==> config.mk <==
export PLATFORM = sky130hd
export DESIGN_NAME = instruction_fetch_arbiter
export DESIGN_NICKNAME = d
export VERILOG_FILES = /design/src/rtl/instruction_fetch_arbiter.sv
export SDC_FILE = /design/constraint.sdc
export NUM_CORES = 1
export LEC_CHECK = 0
export BUFFER_PORTS_ARGS = -buffer_cell sky130_fd_sc_hd__buf_4
export CORE_ASPECT_RATIO = 0.9
export CORE_MARGIN = 2
export CORE_UTILIZATION = 35
export CTS_CLUSTER_SIZE = 28
export DETAILED_ROUTE_END_ITERATION = 8
export PLACE_DENSITY = 0.78
export SYNTH_ARGS = -nofsm -noshare
export SYNTH_HDL_FRONTEND = slang
export SYNTH_SLANG_ARGS = --single-unit
==> constraint.sdc <==
create_clock -name i_clk -period 2.2 [get_ports i_clk]
set_clock_uncertainty 0.2 [all_clocks]
set_input_delay 0.11 -clock i_clk [delete_from_list [all_inputs] [get_ports i_clk]]
set_output_delay 0.11 -clock i_clk [all_outputs]
set_load 0.01 [all_outputs]
==> src/rtl/instruction_fetch_arbiter.sv <==
// -----------------------------------------------------------------------------
// instruction_fetch_arbiter
//
// Purpose:
//   Sequential instruction fetch front end that shares one combinational
//   instruction-memory read port between the fetch path and an optional
//   debug readback port. After reset there is a single BOOT bubble, then the
//   block fetches one word per cycle from PC, holding on Stall and
//   redirecting on BranchValid. Debug reads steal the port for exactly one
//   cycle (DBG), either opportunistically while the pipe is stalled or
//   forcibly once a request has waited DBG_STARVE_LIMIT cycles.
//
// Configuration macro:
//   IFETCH_DBG_PORT_EN  defined   -> debug arbitration present (DBG state,
//                                    starve counter, readback registers).
//                       undefined -> debug inputs ignored, debug outputs 0,
//                                    memory address always comes from PC.
//
// Parameters:
//   RESET_PC          byte address loaded into PC on reset
//   DBG_STARVE_LIMIT  waiting cycles before a debug request is forced in
//
// Ports:
//   i_clk            sole clock, rising edge
//   i_reset          synchronous, active-high reset
//   i_stall          downstream cannot accept a fetched instruction
//   i_branch_valid   redirect request (overrides stall)
//   i_branch_target  redirect byte address (low two bits ignored)
//   i_dbg_req        debug readback request, held until o_dbg_grant
//   i_dbg_addr       debug readback byte address
//   o_imem_addr      word-aligned byte address to instruction memory
//   i_imem_data      combinational read data for o_imem_addr
//   o_pc             next fetch address
//   o_if_instr       fetched instruction word
//   o_if_pc          address of o_if_instr
//   o_if_valid       o_if_instr is valid
//   o_dbg_grant      memory port owned by debug this cycle
//   o_dbg_data       debug readback word (held between grants)
//   o_dbg_valid      one-cycle pulse, o_dbg_data freshly updated
// -----------------------------------------------------------------------------
module instruction_fetch_arbiter #(
  parameter logic [31:0] RESET_PC         = 32'h0000_0000,
  parameter int unsigned DBG_STARVE_LIMIT = 8
) (
  input  logic        i_clk,
  input  logic        i_reset,
  input  logic        i_stall,
  input  logic        i_branch_valid,
  input  logic [31:0] i_branch_target,
  input  logic        i_dbg_req,
  input  logic [31:0] i_dbg_addr,
  output logic [31:0] o_imem_addr,
  input  logic [31:0] i_imem_data,
  output logic [31:0] o_pc,
  output logic [31:0] o_if_instr,
  output logic [31:0] o_if_pc,
  output logic        o_if_valid,
  output logic        o_dbg_grant,
  output logic [31:0] o_dbg_data,
  output logic        o_dbg_valid
);

  // Clears the byte offset so the memory always sees a word address.
  localparam logic [31:0] WORD_MASK = 32'hFFFF_FFFC;

`ifdef IFETCH_DBG_PORT_EN
  typedef enum logic [1:0] {ST_BOOT, ST_FETCH, ST_DBG} state_t;
`else
  typedef enum logic [1:0] {ST_BOOT, ST_FETCH} state_t;
`endif

  state_t      r_state;
  state_t      w_state_next;
  logic [31:0] r_pc;
  logic [31:0] w_pc_next;
  logic [31:0] r_if_instr;
  logic [31:0] w_if_instr_next;
  logic [31:0] r_if_pc;
  logic [31:0] w_if_pc_next;
  logic        r_if_valid;
  logic        w_if_valid_next;

`ifdef IFETCH_DBG_PORT_EN
  localparam int unsigned SC_W = (DBG_STARVE_LIMIT < 1) ? 1 : $clog2(DBG_STARVE_LIMIT + 1);
  localparam logic [SC_W-1:0] STARVE_MAX = SC_W'(DBG_STARVE_LIMIT);

  logic [SC_W-1:0] r_starve;
  logic [31:0]     r_dbg_data;
  logic            r_dbg_valid;
  logic            w_dbg_grant;
  logic            w_dbg_win;

  assign w_dbg_grant = (r_state == ST_DBG);
  // A pending request wins the port when fetch has nothing to do anyway
  // (stall), or once it has waited long enough that it must be forced in.
  assign w_dbg_win   = i_dbg_req && (i_stall || (r_starve == STARVE_MAX));
`endif

  // ---------------------------------------------------------------------------
  // Next-state / datapath logic
  // ---------------------------------------------------------------------------
  always_comb begin
    w_state_next    = r_state;
    w_pc_next       = r_pc;
    w_if_instr_next = r_if_instr;
    w_if_pc_next    = r_if_pc;
    w_if_valid_next = r_if_valid;

    case (r_state)
      ST_BOOT: begin
        // Single bubble cycle; IF registers keep their reset values.
        w_state_next = ST_FETCH;
      end
      ST_FETCH: begin
        if (!i_stall) begin
          w_if_instr_next = i_imem_data;
          w_if_pc_next    = r_pc;
          w_if_valid_next = 1'b1;
          w_pc_next       = r_pc + 32'd4;
        end
`ifdef IFETCH_DBG_PORT_EN
        if (w_dbg_win) begin
          w_state_next = ST_DBG;
        end
`endif
      end
`ifdef IFETCH_DBG_PORT_EN
      ST_DBG: begin
        // Port was lent to debug: no instruction was read for the pipe, so
        // insert a bubble unless downstream is still holding the old one.
        w_state_next = ST_FETCH;
        if (!i_stall) begin
          w_if_valid_next = 1'b0;
          w_if_instr_next = 32'd0;
        end
      end
`endif
      default: begin
        w_state_next = ST_BOOT;
      end
    endcase

    // Redirect wins over stall and over whatever the state produced.
    if (i_branch_valid) begin
      w_pc_next       = i_branch_target & WORD_MASK;
      w_if_valid_next = 1'b0;
      w_if_instr_next = 32'd0;
    end
  end

  // ---------------------------------------------------------------------------
  // State registers
  // ---------------------------------------------------------------------------
  always_ff @(posedge i_clk) begin
    if (i_reset) begin
      r_state    <= ST_BOOT;
      r_pc       <= RESET_PC;
      r_if_instr <= 32'd0;
      r_if_pc    <= 32'd0;
      r_if_valid <= 1'b0;
    end else begin
      r_state    <= w_state_next;
      r_pc       <= w_pc_next;
      r_if_instr <= w_if_instr_next;
      r_if_pc    <= w_if_pc_next;
      r_if_valid <= w_if_valid_next;
    end
  end

`ifdef IFETCH_DBG_PORT_EN
  // Starve counter counts cycles a request sits ungranted and saturates so
  // the forced-grant compare stays true until the grant actually happens.
  always_ff @(posedge i_clk) begin
    if (i_reset) begin
      r_starve    <= '0;
      r_dbg_data  <= 32'd0;
      r_dbg_valid <= 1'b0;
    end else begin
      if (i_dbg_req && !w_dbg_grant) begin
        if (r_starve != STARVE_MAX) begin
          r_starve <= r_starve + SC_W'(1);
        end
      end else begin
        r_starve <= '0;
      end
      r_dbg_valid <= w_dbg_grant;
      if (w_dbg_grant) begin
        r_dbg_data <= i_imem_data;
      end
    end
  end

  assign o_imem_addr = w_dbg_grant ? (i_dbg_addr & WORD_MASK) : (r_pc & WORD_MASK);
  assign o_dbg_grant = w_dbg_grant;
  assign o_dbg_data  = r_dbg_data;
  assign o_dbg_valid = r_dbg_valid;
`else
  // Debug port absent: inputs are deliberately left without effect.
  logic w_unused_dbg;
  assign w_unused_dbg = &{1'b0, i_dbg_req, i_dbg_addr, (DBG_STARVE_LIMIT != 0)};

  assign o_imem_addr = r_pc & WORD_MASK;
  assign o_dbg_grant = 1'b0;
  assign o_dbg_data  = 32'd0;
  assign o_dbg_valid = 1'b0;
`endif

  assign o_pc       = r_pc;
  assign o_if_instr = r_if_instr;
  assign o_if_pc    = r_if_pc;
  assign o_if_valid = r_if_valid;

endmodule

==> Word level (Yosys, flattened, before mapping) <==
Index checks and enable logic that the tools add are counted.
{ "totals": {"inputBits": 101, "word_cells": 19, "register_bits": 99} }
{ "classes": {"n_mux": 4, "n_addsub": 1, "reduce_logical": 5, "eq_ne": 2, "n_bitwise": 1} }
{ "ops": {"columns": ["cell", "count"], "rows": [
  ["32-bit two-way mux", 3],
  ["32-bit by 3-bit adder with 32-bit output (second input constant)", 1],
  ["2-bit case mux with 2 select lines", 1],
  ["2-bit AND reduction", 2],
  ["2-bit by 1-bit equality test with 1-bit output (second input constant)", 1],
  ["2-bit zero test", 1],
  ["2-bit by 1-bit inequality test with 1-bit output (second input constant)", 1],
  ["2-bit nonzero test", 1],
  ["2-bit OR reduction", 1],
  ["1-bit inverter", 1]
]} }

==> Longest topological paths before layout <==
{ "logic_depth": {"ltp_word": 4, "mapped_depth": 6, "depth_no_buf": 5} }

==> Least setup slack after synthesis <==
OpenSTA, ideal clock, no wires.
{ "synth_timing": {"kind": "reg2reg", "from": "register r_pc[2] (netlist: o_pc[2])", "to": "register r_pc[20] (netlist: o_pc[20])", "stages_incl_launch_ff": 7, "synth_period_minus_slack_ns": 2.181, "t_arrival_ns": 1.864, "setup_slack_ns": 0.019, "setup_time_ns": 0.118, "path_cell_list": "dfxtp_1 > ha_1 > and3b_1 > clkbuf_2 > nand3_1 > or4_1 > o2111a_1"} }
{ "synth_between": {"elab_chain_len": 4} }
{ "synth_rtl": {"columns": ["element", "line_no", "source"], "rows": [
  ["start: declaration", "74", "logic [31:0] r_pc;"],
  ["start signal: assignment", "163", "r_pc <= w_pc_next;"],
  ["32-bit by 3-bit adder with 32-bit output", "119", "w_pc_next = r_pc + 32'd4;"],
  ["32-bit two-way mux", "115", "if (!i_stall) begin"],
  ["32-bit two-way mux", "109", "case (r_state)"],
  ["32-bit two-way mux", "144", "if (i_branch_valid) begin"]
]} }
Every way passes these cells. The select of a mux whose other input is x is not followed.
A chain may end at the register's enable or synchronous reset.

==> Worst setup path after layout <==
{ "layout_timing": {"from": "register r_pc[16] (netlist: o_pc[16])", "to": "register r_pc[29] (netlist: o_pc[29])"} }
Same word-level chain as after synthesis.

==> impl_results.md <==
- Status: finished clean
- Type of element launching the critical path: flop
- Clk_lat worst skew: 0.35 ns
- Slowest stage delay, CP: 0.48 ns
- DR WL/cell: 15.0 µm
- Final Max Slew Viols: 0
- Buf/Inv on CP: 0
- Clock-pin slew on the worst setup and hold paths: 0.07 ns
- CTS Buffer Depth: 2
- Adder-cell share of the synthesized area: 0.270%
- RSZ-0062 raised after global routing: no
- Fmax: 472 MHz
- DIE WIDTH: 125 µm
- Seq/Total Area, Yosys: 40.6%
- Global placer's final weighted congestion: 0.799
- Max-Cap Viols: 0
- Data arrival time of the critical path: 2.15 ns
- Top-area cell type share of the netlist area: 40.6%
- Non-filler cells, final: 1000
- Ant diodes: 0
- Root Driver: clkbuf_16
- GR Overflow Total: 0
- Antenna-violating nets left: 0
- Setup TNS: 0 ns
- Via Count: 4927
- DR vias/cell: 4.93
- Worst vdd ir: 0.350 mV
- Final Util: 55.0%
- Xor and xnor area share after synthesis: 1.70%
- Worst hold slack: 0.0185 ns
- Main combinational cell family by area after synthesis: simple AND/OR/NAND/NOR gates
- CP Max Fanout: 15
- Most common library cell in the layout ignoring fill and taps: buf_4
- Dpl hpwl: 9.93 mm
- LEAKAGE: 3.05 nW
- Fin crit share: 96.2%
- Top cells by area, synth: dfxtp_1 (41%), buf_4 (11%), nand2_1 (11%)
- Gate Count Post-Synth: 589
- Share of cells above drive strength 1: 31.1%
- Synth warn: 0
- Syn Area/Cell: 7.87 µm²
- Setup violators final: 0
- Synth Cell Area: 4630 µm²
- Crit Path Category: flop to flop
- CTS Buf Count: 9
- Hold Crit Class: input port to flop
- First-pass GRT wire length: 23.7 mm
- Post-synth ARST share: 0%
- Simple-gate share of the synthesized area: 25.2%
- Drt pass-1 iters: 5
- DIE AREA: 14200 µm²
- Final hold viol count: 0
- Post-synthesis compound-gate area fraction: 16.4%
- Netlist cell types: 56
- CTS sink cnt: 94
- Die Ht: 113 µm
- CTS tree: yes
- Initial Util: 36.1%
- EDFF count, synth: 0
- Placed insts: 909
- Mux contribution to synthesized area: 0%
- Vias in the first global route: 4526
- Ys flop type: dfxtp_1
- Yosys top cell by area: dfxtp_1
- Critical-path top delay cell: or3_4
- Crit path cell chain: nand3_2, or3_4, o311a_1, or3_1
- Largest net degree at the start of global routing: 48
- Worst Path Required: 2.23 ns
- 1st-iter DRT viols: 308
- Register bit total from synthesis: 94
- Synth-to-layout area growth: 52.4%
- Most frequent cells in the layout: buf_4 (230), nand2_1 (140), dfxtp_1 (94), dlygate4sd3_1 (72), a21oi_1 (65)
- Max_slew headroom: 62.7%
- Worst path top cell family by delay: simple AND/OR/NAND/NOR gates
- # nets final: 933
- Final WL: 15.0 mm
- # IOs: 264
- CP endpoint kind: flop
- P per Cell Area: 581 nW/µm²
- DRC: 0
- Antenna violations before repair: 0
- PortBufs: 188
- Tightest Pin Transition: 0.559 ns
- FP Rows: 39
- Core area: 12800 µm²
- Total GRT Usage: 20.6%
- Period minus WS final: 2.12 ns
- H-tree Lvls: 3
[per-layer routing]
layer / GRT usage (%) / wire, µm / share of wire (%) / vias up
met1: 26.1 / 6350 / 42 / 2311
met4: 5.56 / 193 / 1.3 / 0
met5: 0 / 0 / 0 / -
met3: 5.30 / 1030 / 6.8 / 16
met2: 35.1 / 7400 / 49 / 198
li1: - / - / - / 2402
[cells by family after synthesis]
group | after synthesis
buf+inv | 120
compound gates | 120
other cells | 1
xor+xnor | 9
fa+ha+maj | 1
simple gates | 244
flops | 94
[per-stage QoR]
step	total power [W]	setup slack (ns)	instance area, µm²
after floorplan	0.00226	0.0187	4780
final	0.00410	0.0833	7060
after global routing	0.00430	0.00642	7060
after global placement	0.00252	0.140	6030
after CTS	0.00413	0.0271	7030
after detailed placement	0.00253	0.117	6030
[final timing paths]
| path | startpoint | endpoint | slack (ns) | cells after the start |
|---|---|---|---|---|
| worst max register to register | o_pc[16]$_SDFFE_PP0P_ | o_pc[29]$_SDFFE_PP0P_ | 0.08 | 4 |
| worst min-delay path | i_branch_valid | o_pc[31]$_SDFFE_PP0P_ | 0.02 | 4 |
| worst max-delay path | o_pc[16]$_SDFFE_PP0P_ | o_pc[29]$_SDFFE_PP0P_ | 0.08 | 4 |
| worst min register to register | o_if_pc[17]$_SDFFE_PP0P_ | o_if_pc[17]$_SDFFE_PP0P_ | 0.25 | 2 |
[synthesized netlist by cell type (6+ instances only)]
cell type,n
a311oi_1,7
xor2_1,6
nand2_1,140
buf_4,70
nand3_1,13
clkbuf_1,29
or4_1,6
nor2_1,20
inv_1,7
a211oi_1,8
dfxtp_1,94
nand4_1,14
buf_1,6
a31oi_1,7
o21ai_0,6
a21oi_1,65
and2_1,8
and3_1,8
[worst min-delay path: stages]
cell	delay [ns]
buf_4	0.16
nand2_1	0.06
a21oi_1	0.10
or3b_1	0.10
[repair_timing]
action	in CTS	in global routing
resized for setup	0	1
buffers inserted	0	3
endpoints found under the hold margin	74	0
hold buffers	72	0
setup endpoints to repair	0	6
[registers in the layout (all words and copies together), names as in the netlist]
name        flops
o_if_pc        30
o_pc           30
o_if_instr     32
o_if_valid      1
r_state         1
[area by class of cell]
type | count | area, µm²
Tap cell | 164 | 205
Fill cell | 1166 | 5770
Timing Repair Buffer | 304 | 2480
Clock inverter | 6 | 45.0
Inverter | 8 | 30.0
Multi-Input combinational cell | 414 | 2180
Sequential cell | 94 | 1880
Clock buffer | 10 | 239
[report_power, final]
group | total [W] | switching [W] | leakage [nW] | internal [W]
Clock | 0.00150 | 0.000696 | 0.131 | 0.000801
Sequential | 0.00182 | 0.0000508 | 0.768 | 0.00177
Combinational | 0.000785 | 0.000384 | 2.16 | 0.000402
(Power assumes the default switching activity.)
